===== config.mk =====
export PLATFORM = sky130hd
export DESIGN_NAME = datapath_sequencer_flat
export DESIGN_NICKNAME = d
export VERILOG_FILES = /design/src/rtl/datapath_seq_pkg.sv /design/src/rtl/datapath_sequencer_if.sv /design/src/rtl/seq_instr_fifo.sv /design/src/rtl/datapath_sequencer.sv /design/src/flat_wrapper.sv
export SDC_FILE = /design/constraint.sdc
export NUM_CORES = 1
export LEC_CHECK = 0
export ABC_AREA = 1
export CAP_MARGIN = 20
export CORE_MARGIN = 1
export CORE_UTILIZATION = 30
export CTS_CLUSTER_SIZE = 14
export DETAILED_ROUTE_END_ITERATION = 10
export GPL_ROUTABILITY_DRIVEN = 0
export GPL_TIMING_DRIVEN = 0
export PLACE_DENSITY = 0.51
export SETUP_SLACK_MARGIN = 0.15
export SYNTH_ARGS = -nofsm -noshare
export SYNTH_HDL_FRONTEND = slang
export SYNTH_HIERARCHICAL = 1
export SYNTH_SLANG_ARGS = --single-unit

===== constraint.sdc =====
create_clock -name clk -period 2.09 [get_ports clk]
set_input_delay 0.418 -clock clk [delete_from_list [all_inputs] [get_ports clk]]
set_output_delay 0.418 -clock clk [all_outputs]
set_load 0.02 [all_outputs]

===== src/rtl/datapath_seq_pkg.sv =====
// Shared types for the datapath sequencer: instruction layout, ALU ops, FSM states.
package datapath_seq_pkg;

    localparam int unsigned INSTR_W = 21;

    typedef enum logic [2:0] {
        OP_ADD = 3'b000,
        OP_SUB = 3'b001,
        OP_CMP = 3'b010,
        OP_AND = 3'b011,
        OP_MOV = 3'b100
    } op_t;

    localparam logic [2:0] OP_FLAG_ONLY = 3'b010;

    typedef struct packed {
        logic       cond;
        logic       wen;
        op_t        op;
        logic [3:0] sel;
        logic [3:0] wa;
        logic [3:0] raa;
        logic [3:0] rab;
    } instr_t;

    typedef enum logic [1:0] {
        IDLE,
        ISSUE,
        WAIT_FLAG
    } seq_state_t;

    function automatic logic [15:0] sat_inc16(input logic [15:0] v);
        return (v == '1) ? v : v + 16'd1;
    endfunction

endpackage


===== src/rtl/datapath_sequencer_if.sv =====
// Instruction handshake plus registered datapath control bundle of the sequencer.
interface datapath_sequencer_if;
    import datapath_seq_pkg::*;

    logic               instr_valid;
    logic               instr_ready;
    logic [INSTR_W-1:0] instr_data;
    logic               flush;
    logic               Flag;
    logic [3:0]         Sel;
    logic               Wen;
    logic [3:0]         WA;
    logic [3:0]         RAA;
    logic [3:0]         RAB;
    logic [2:0]         Op;
    logic               busy;

    modport master (
        output instr_valid, instr_data, flush, Flag,
        input  instr_ready, Sel, Wen, WA, RAA, RAB, Op, busy
    );

    modport slave (
        input  instr_valid, instr_data, flush, Flag,
        output instr_ready, Sel, Wen, WA, RAA, RAB, Op, busy
    );

endinterface


===== src/rtl/seq_instr_fifo.sv =====
// Synchronous instruction FIFO with occupancy count; flush empties it in one cycle.
module seq_instr_fifo
    import datapath_seq_pkg::*;
#(
    parameter int DEPTH = 4
) (
    input  logic                   clk,
    input  logic                   rst,
    input  logic                   flush,
    input  logic                   push,
    input  logic                   pop,
    input  instr_t                 din,
    output instr_t                 dout,
    output logic                   full,
    output logic                   empty,
    output logic [$clog2(DEPTH):0] level
);

    localparam int AW = $clog2(DEPTH);
    localparam int LW = AW + 1;

    instr_t        mem_q [DEPTH];
    logic [AW-1:0] wr_ptr_q, wr_ptr_d;
    logic [AW-1:0] rd_ptr_q, rd_ptr_d;
    logic [LW-1:0] level_q, level_d;
    logic          push_ok, pop_ok;

    assign full    = (level_q == LW'(DEPTH));
    assign empty   = (level_q == '0);
    assign level   = level_q;
    assign dout    = mem_q[rd_ptr_q];
    assign push_ok = push && !full && !flush;
    assign pop_ok  = pop && !empty && !flush;

    always_comb begin
        wr_ptr_d = wr_ptr_q;
        rd_ptr_d = rd_ptr_q;
        level_d  = level_q;
        if (flush) begin
            wr_ptr_d = '0;
            rd_ptr_d = '0;
            level_d  = '0;
        end else begin
            // Power-of-two depth: pointers wrap by natural overflow.
            wr_ptr_d = wr_ptr_q + AW'(push_ok);
            rd_ptr_d = rd_ptr_q + AW'(pop_ok);
            level_d  = level_q + LW'(push_ok) - LW'(pop_ok);
        end
    end

    always_ff @(posedge clk or posedge rst) begin
        if (rst) begin
            wr_ptr_q <= '0;
            rd_ptr_q <= '0;
            level_q  <= '0;
        end else begin
            wr_ptr_q <= wr_ptr_d;
            rd_ptr_q <= rd_ptr_d;
            level_q  <= level_d;
        end
    end

    always_ff @(posedge clk) begin
        if (push_ok) begin
            mem_q[wr_ptr_q] <= din;
        end
    end

endmodule


===== src/rtl/datapath_sequencer.sv =====
// Buffers packed instructions and issues them as registered datapath controls with flag stalls.
// Optional DATAPATH_SEQ_COUNT_EN adds saturating issued/squashed counters.
module datapath_sequencer
    import datapath_seq_pkg::*;
#(
    parameter int FIFO_DEPTH = 4,
    parameter int FLAG_LAT   = 2
) (
    input  logic                        clk,
    input  logic                        rst,
    datapath_sequencer_if.slave         bus,
    output logic [$clog2(FIFO_DEPTH):0] fifo_level
`ifdef DATAPATH_SEQ_COUNT_EN
    ,
    output logic [15:0]                 issued_cnt,
    output logic [15:0]                 squashed_cnt
`endif
);

    localparam int              CW         = $clog2(FLAG_LAT) + 1;
    localparam logic [CW-1:0]   STALL_LOAD = CW'(FLAG_LAT - 1);

    instr_t        in_instr;
    instr_t        head;
    logic          full, empty;
    logic          push, pop, squash;

    seq_state_t    state_q, state_d;
    logic [CW-1:0] stall_q, stall_d;
    logic [3:0]    sel_q, sel_d;
    logic [3:0]    wa_q, wa_d;
    logic [3:0]    raa_q, raa_d;
    logic [3:0]    rab_q, rab_d;
    logic [2:0]    op_q, op_d;
    logic          wen_q, wen_d;
`ifdef DATAPATH_SEQ_COUNT_EN
    logic [15:0]   issued_cnt_q, issued_cnt_d;
    logic [15:0]   squashed_cnt_q, squashed_cnt_d;
`endif

    assign in_instr        = bus.instr_data;
    assign bus.instr_ready = !full && !bus.flush;
    assign push            = bus.instr_valid && bus.instr_ready;
    assign pop             = !bus.flush && !empty && (state_q != WAIT_FLAG);
    assign squash          = head.cond && !bus.Flag;

    seq_instr_fifo #(
        .DEPTH(FIFO_DEPTH)
    ) u_fifo (
        .clk   (clk),
        .rst   (rst),
        .flush (bus.flush),
        .push  (push),
        .pop   (pop),
        .din   (in_instr),
        .dout  (head),
        .full  (full),
        .empty (empty),
        .level (fifo_level)
    );

    always_comb begin
        state_d = state_q;
        stall_d = stall_q;
        sel_d   = sel_q;
        wa_d    = wa_q;
        raa_d   = raa_q;
        rab_d   = rab_q;
        op_d    = op_q;
        wen_d   = 1'b0;
`ifdef DATAPATH_SEQ_COUNT_EN
        issued_cnt_d   = issued_cnt_q;
        squashed_cnt_d = squashed_cnt_q;
`endif
        if (bus.flush) begin
            state_d = IDLE;
            stall_d = '0;
        end else begin
            case (state_q)
                // IDLE pops in the same cycle it sees data so issue follows acceptance by one edge.
                IDLE, ISSUE: begin
                    if (pop) begin
                        if (!squash && head.op == OP_FLAG_ONLY) begin
                            state_d = WAIT_FLAG;
                            stall_d = STALL_LOAD;
                        end else begin
                            state_d = ISSUE;
                        end
                    end else begin
                        state_d = IDLE;
                    end
                end
                WAIT_FLAG: begin
                    if (stall_q == '0) begin
                        state_d = empty ? IDLE : ISSUE;
                    end else begin
                        stall_d = stall_q - CW'(1);
                    end
                end
                default: state_d = IDLE;
            endcase

            if (pop) begin
                if (squash) begin
`ifdef DATAPATH_SEQ_COUNT_EN
                    squashed_cnt_d = sat_inc16(squashed_cnt_q);
`endif
                end else begin
                    sel_d = head.sel;
                    wa_d  = head.wa;
                    raa_d = head.raa;
                    rab_d = head.rab;
                    op_d  = head.op;
                    wen_d = head.wen;
`ifdef DATAPATH_SEQ_COUNT_EN
                    issued_cnt_d = sat_inc16(issued_cnt_q);
`endif
                end
            end
        end
    end

    always_ff @(posedge clk or posedge rst) begin
        if (rst) begin
            state_q <= IDLE;
            stall_q <= '0;
            sel_q   <= '0;
            wa_q    <= '0;
            raa_q   <= '0;
            rab_q   <= '0;
            op_q    <= '0;
            wen_q   <= 1'b0;
`ifdef DATAPATH_SEQ_COUNT_EN
            issued_cnt_q   <= '0;
            squashed_cnt_q <= '0;
`endif
        end else begin
            state_q <= state_d;
            stall_q <= stall_d;
            sel_q   <= sel_d;
            wa_q    <= wa_d;
            raa_q   <= raa_d;
            rab_q   <= rab_d;
            op_q    <= op_d;
            wen_q   <= wen_d;
`ifdef DATAPATH_SEQ_COUNT_EN
            issued_cnt_q   <= issued_cnt_d;
            squashed_cnt_q <= squashed_cnt_d;
`endif
        end
    end

    assign bus.Sel  = sel_q;
    assign bus.WA   = wa_q;
    assign bus.RAA  = raa_q;
    assign bus.RAB  = rab_q;
    assign bus.Op   = op_q;
    assign bus.Wen  = wen_q;
    assign bus.busy = !empty || (state_q != IDLE);
`ifdef DATAPATH_SEQ_COUNT_EN
    assign issued_cnt   = issued_cnt_q;
    assign squashed_cnt = squashed_cnt_q;
`endif

endmodule


===== src/flat_wrapper.sv =====
// flat-port wrapper written by rule: the top's interface ports become plain ports
module datapath_sequencer_flat import datapath_seq_pkg::*;
#(
    parameter int FIFO_DEPTH = 4,
    parameter int FLAG_LAT   = 2
)
  (clk, rst, fifo_level, bus_instr_valid, bus_instr_data, bus_flush, bus_Flag, bus_instr_ready, bus_Sel, bus_Wen, bus_WA, bus_RAA, bus_RAB, bus_Op, bus_busy);
  datapath_sequencer_if bus_i ();
  input  logic clk;
  input  logic rst;
  output logic [$clog2(FIFO_DEPTH):0] fifo_level;
  input wire logic [$bits(bus_i.instr_valid)-1:0] bus_instr_valid;
  input wire logic [$bits(bus_i.instr_data)-1:0] bus_instr_data;
  input wire logic [$bits(bus_i.flush)-1:0] bus_flush;
  input wire logic [$bits(bus_i.Flag)-1:0] bus_Flag;
  output wire logic [$bits(bus_i.instr_ready)-1:0] bus_instr_ready;
  output wire logic [$bits(bus_i.Sel)-1:0] bus_Sel;
  output wire logic [$bits(bus_i.Wen)-1:0] bus_Wen;
  output wire logic [$bits(bus_i.WA)-1:0] bus_WA;
  output wire logic [$bits(bus_i.RAA)-1:0] bus_RAA;
  output wire logic [$bits(bus_i.RAB)-1:0] bus_RAB;
  output wire logic [$bits(bus_i.Op)-1:0] bus_Op;
  output wire logic [$bits(bus_i.busy)-1:0] bus_busy;
  assign bus_i.instr_valid = bus_instr_valid;
  assign bus_i.instr_data = bus_instr_data;
  assign bus_i.flush = bus_flush;
  assign bus_i.Flag = bus_Flag;
  assign bus_instr_ready = bus_i.instr_ready;
  assign bus_Sel = bus_i.Sel;
  assign bus_Wen = bus_i.Wen;
  assign bus_WA = bus_i.WA;
  assign bus_RAA = bus_i.RAA;
  assign bus_RAB = bus_i.RAB;
  assign bus_Op = bus_i.Op;
  assign bus_busy = bus_i.busy;
  datapath_sequencer #(.FIFO_DEPTH(FIFO_DEPTH), .FLAG_LAT(FLAG_LAT)) u_core (.clk(clk), .rst(rst), .bus(bus_i), .fifo_level(fifo_level));
endmodule

==> results_dict.tcl <==
set metrics [dict create \
    setup_slack_ps -115 \
    portBuffers 50 \
    grt_use_total_pct 15.0 \
    numCtsBuffers 17 \
    die_h_um 131 \
    syn_nets 460 \
    first_pass_iters 4 \
    cellPowerDensity_mw_per_mm2 1000 \
    cpPeakStageDelay_ps 510 \
    vias 3314 \
    nFillCells 1504 \
    root_buffer "clkbuf_16" \
    violations "setup timing" \
    relSlewSlack_pct 56.6 \
    synth_area_leader_cell "edfxtp_1" \
    die_width_um 131 \
    place.detailed.hpwl_um 7310 \
    synth_area_sq_mm 0.00499 \
    required_ps 2370 \
    p_leak_nw 2.85 \
    area_growth_pct 40.4 \
    diodes 0 \
    max_cap_viol_count 0 \
    synth_most_common_cell "nand2_1" \
    finalSetupViolations 25 \
    antenna_left 0 \
    dieArea_sq_mm 0.0172 \
    antenna_found_initial 0 \
    via_per_inst 4.32 \
    avgSynthCellArea_sq_um 11.7 \
    worst-slew-pin-transition_ps 650 \
    yosys-top-cells-area "edfxtp_1 51%, dfrtp_1 16%, nand2_1 7.4%" \
    crit_family "adder cells" \
    skew_ps 11.4 \
    synth_top_area_share_pct 50.5 \
    num_io_pins 51 \
    nets 570 \
    post-route-period-util_pct 105 \
    hold_violations 0 \
    status "complete, but fails checks" \
    startpoint_type "register" \
    ys.flop_type "edfxtp_1" \
    grt_pass1_wl_um 18300 \
    path_cells "buf_6 > nand2_4 > nor2_2 > nor3b_2 > inv_1 > nor2_2 > o21ai_4 > ha_4 > inv_2 > ha_4 > inv_2 > fa_2 > nor2_2" \
    worst_path_most_repeated_cell "nor2_2" \
    worstSkewPairLatency_ps 420 \
    yosys-top-cells-count "99 x nand2_1, 84 x edfxtp_1, 64 x inv_1" \
    drive_above_1_share_pct 30.1 \
    seq_area_frac_synth_pct 66.1 \
    fmax_mhz 454 \
    r2r_start "u_core/u_fifo/level[2]$_DFF_PP0_" \
    drt-wirelength-per-cell_um 15.7 \
    critPathKind "register to register" \
    slew_violations 0 \
    crit_path_end_kind "register" \
    placedCellCount 698 \
    finalPower_w 0.00702 \
    cpMaxStageDelayCell "fa_2" \
    grt_max_degree 25 \
    cts.htree.levels 4 \
    initial_core_util_pct 31.1 \
    clockBufferDepth 2 \
    coreArea_sq_mm 0.0161 \
    cp_num_buf_inv 4 \
    hold_path.class "input port to asynchronous set/reset pin" \
    cts_sinks 115 \
    drt_wl_total_um 12100 \
    ir_worst_vdd_uv 579 \
    drc 0 \
    fin_cells 767 \
    ys_ff_latch 115 \
    first_global_vias 3366 \
    critPathMaxFanout 4 \
    tns_ps -899 \
    synth_cell_types 27 \
    worst_hold_slack_ps 306 \
    rsz0062_at_grt "yes" \
    synthArstFlopShare_pct 27.0 \
    fin_crit_ps 2200 \
    grt_overflow 0 \
    synthCells 428 \
    path_clk_slew_ps 60 \
    crit_arrival_ps 2490 \
    synth_edf_count 84 \
    placed_area_sq_mm 0.00587 \
    ys.warnings.count 6 \
    fin_area_sq_mm 0.00701 \
    drtIter0Drc 135 \
    rows 46 \
    cts_tree "yes" \
    cp-startpoint "u_core/u_fifo/level[2]$_DFF_PP0_" \
]
-- cell families (layout without fill, tap and decap cells) --
logic type	Yosys count	count (layout)	share of synthesized area, %
AO/OA/AOI/OAI	71	71	10.4
flip-flops	115	115	66.1
XOR/XNOR	1	1	0.175
buffers and inverters	84	207	8.95
AND/OR/NAND/NOR	151	151	12.8
adder cells (fa/ha/maj)	6	6	1.65
-- path summary, 6_finish.rpt --
kind,endpoint,slack (ps),cells past startpoint
max,u_core/u_fifo/level[1]$_DFF_PP0_,-110,13
min,u_core/u_fifo/rd_ptr_q[1]$_DFF_PP0_,310,2
max reg2reg,u_core/u_fifo/level[1]$_DFF_PP0_,-110,13
min reg2reg,u_core/bus.RAB[2]$_DFFE_PP0P_,480,2
max in group asynchronous,u_core/bus.RAA[3]$_DFFE_PP0P_,1150,3
min in group clk,u_core/u_fifo/level[1]$_DFF_PP0_,440,2
-- cell usage in the layout, fill, tap and decap left out, types with 3 or more instances in the layout --
cell type,synthesis,routed
dfrtp_1,31,28
nor2_4,0,7
buf_8,2,5
nand2_4,1,3
nor2_1,22,11
bufinv_16,0,4
buf_6,8,23
a21oi_1,24,23
edfxtp_1,84,84
buf_12,2,5
nand2_2,20,21
clkdlybuf4s50_1,0,45
buf_4,3,21
o21ai_1,15,15
nor2_2,1,5
nand3_1,6,5
inv_2,1,4
dfrtp_2,0,3
o21ai_0,10,10
nand2_1,99,96
clkinv_2,0,5
clkbuf_16,0,19
clkbuf_8,0,4
inv_1,64,61
o211ai_2,21,21
-- through the flow --
step                utilization [%]  setup WS [ps]
floorplan                         -           -139
global placement               36.0          -1170
detailed placement             36.6           -951
CTS                            42.0           -130
global route                   43.6           -220
finish                         43.6           -115
-- flip-flops by register name (all words and copies together), names as in the netlist --
name                    flops
u_core/u_fifo/mem_q        84
u_core/bus.RAA              4
u_core/bus.RAB              4
u_core/bus.Sel              4
u_core/bus.WA               4
u_core/bus.Op               3
u_core/u_fifo/level         3
u_core/stall_q              2
u_core/state_q              2
u_core/u_fifo/rd_ptr_q      2
u_core/u_fifo/wr_ptr_q      2
u_core/bus.Wen              1
-- power breakdown --
group | switching (W) | internal (W)
Clock | 0.000986 | 0.00211
Combinational | 0.000579 | 0.000554
Sequential | 0.000125 | 0.00267
-- what timing repair did --
| action | in CTS | in global routing |
|---|---|---|
| hold buffers | 0 | 0 |
| setup endpoints to repair | 90 | 51 |
| pin swaps | 7 | 6 |
| buffers inserted | 24 | 10 |
| gates resized for setup | 19 | 39 |
| gates cloned | 0 | 2 |
-- metal layers --
layer | global-route usage [%] | wire length, um | up-vias
li1 | - | - | 1634
met1 | 18.4 | 5190 | 1594
met2 | 25.5 | 6180 | 70
met3 | 3.30 | 488 | 16
met4 | 6.56 | 206 | 0
met5 | 0 | 0 | -
-- final cells by class --
cell class                 instances  area [sq um]  share of cell area, %
multi-input combinational        229          1380                   19.7
tap                              216           270                   3.86
clock buffer                      22           484                   6.91
clock inverter                    10           153                   2.18
inverter                          67           256                   3.66
buffer                            17           193                   2.75
timing repair buffer              91           970                   13.8
sequential                       115          3300                   47.1
(Power assumes the default switching activity.)
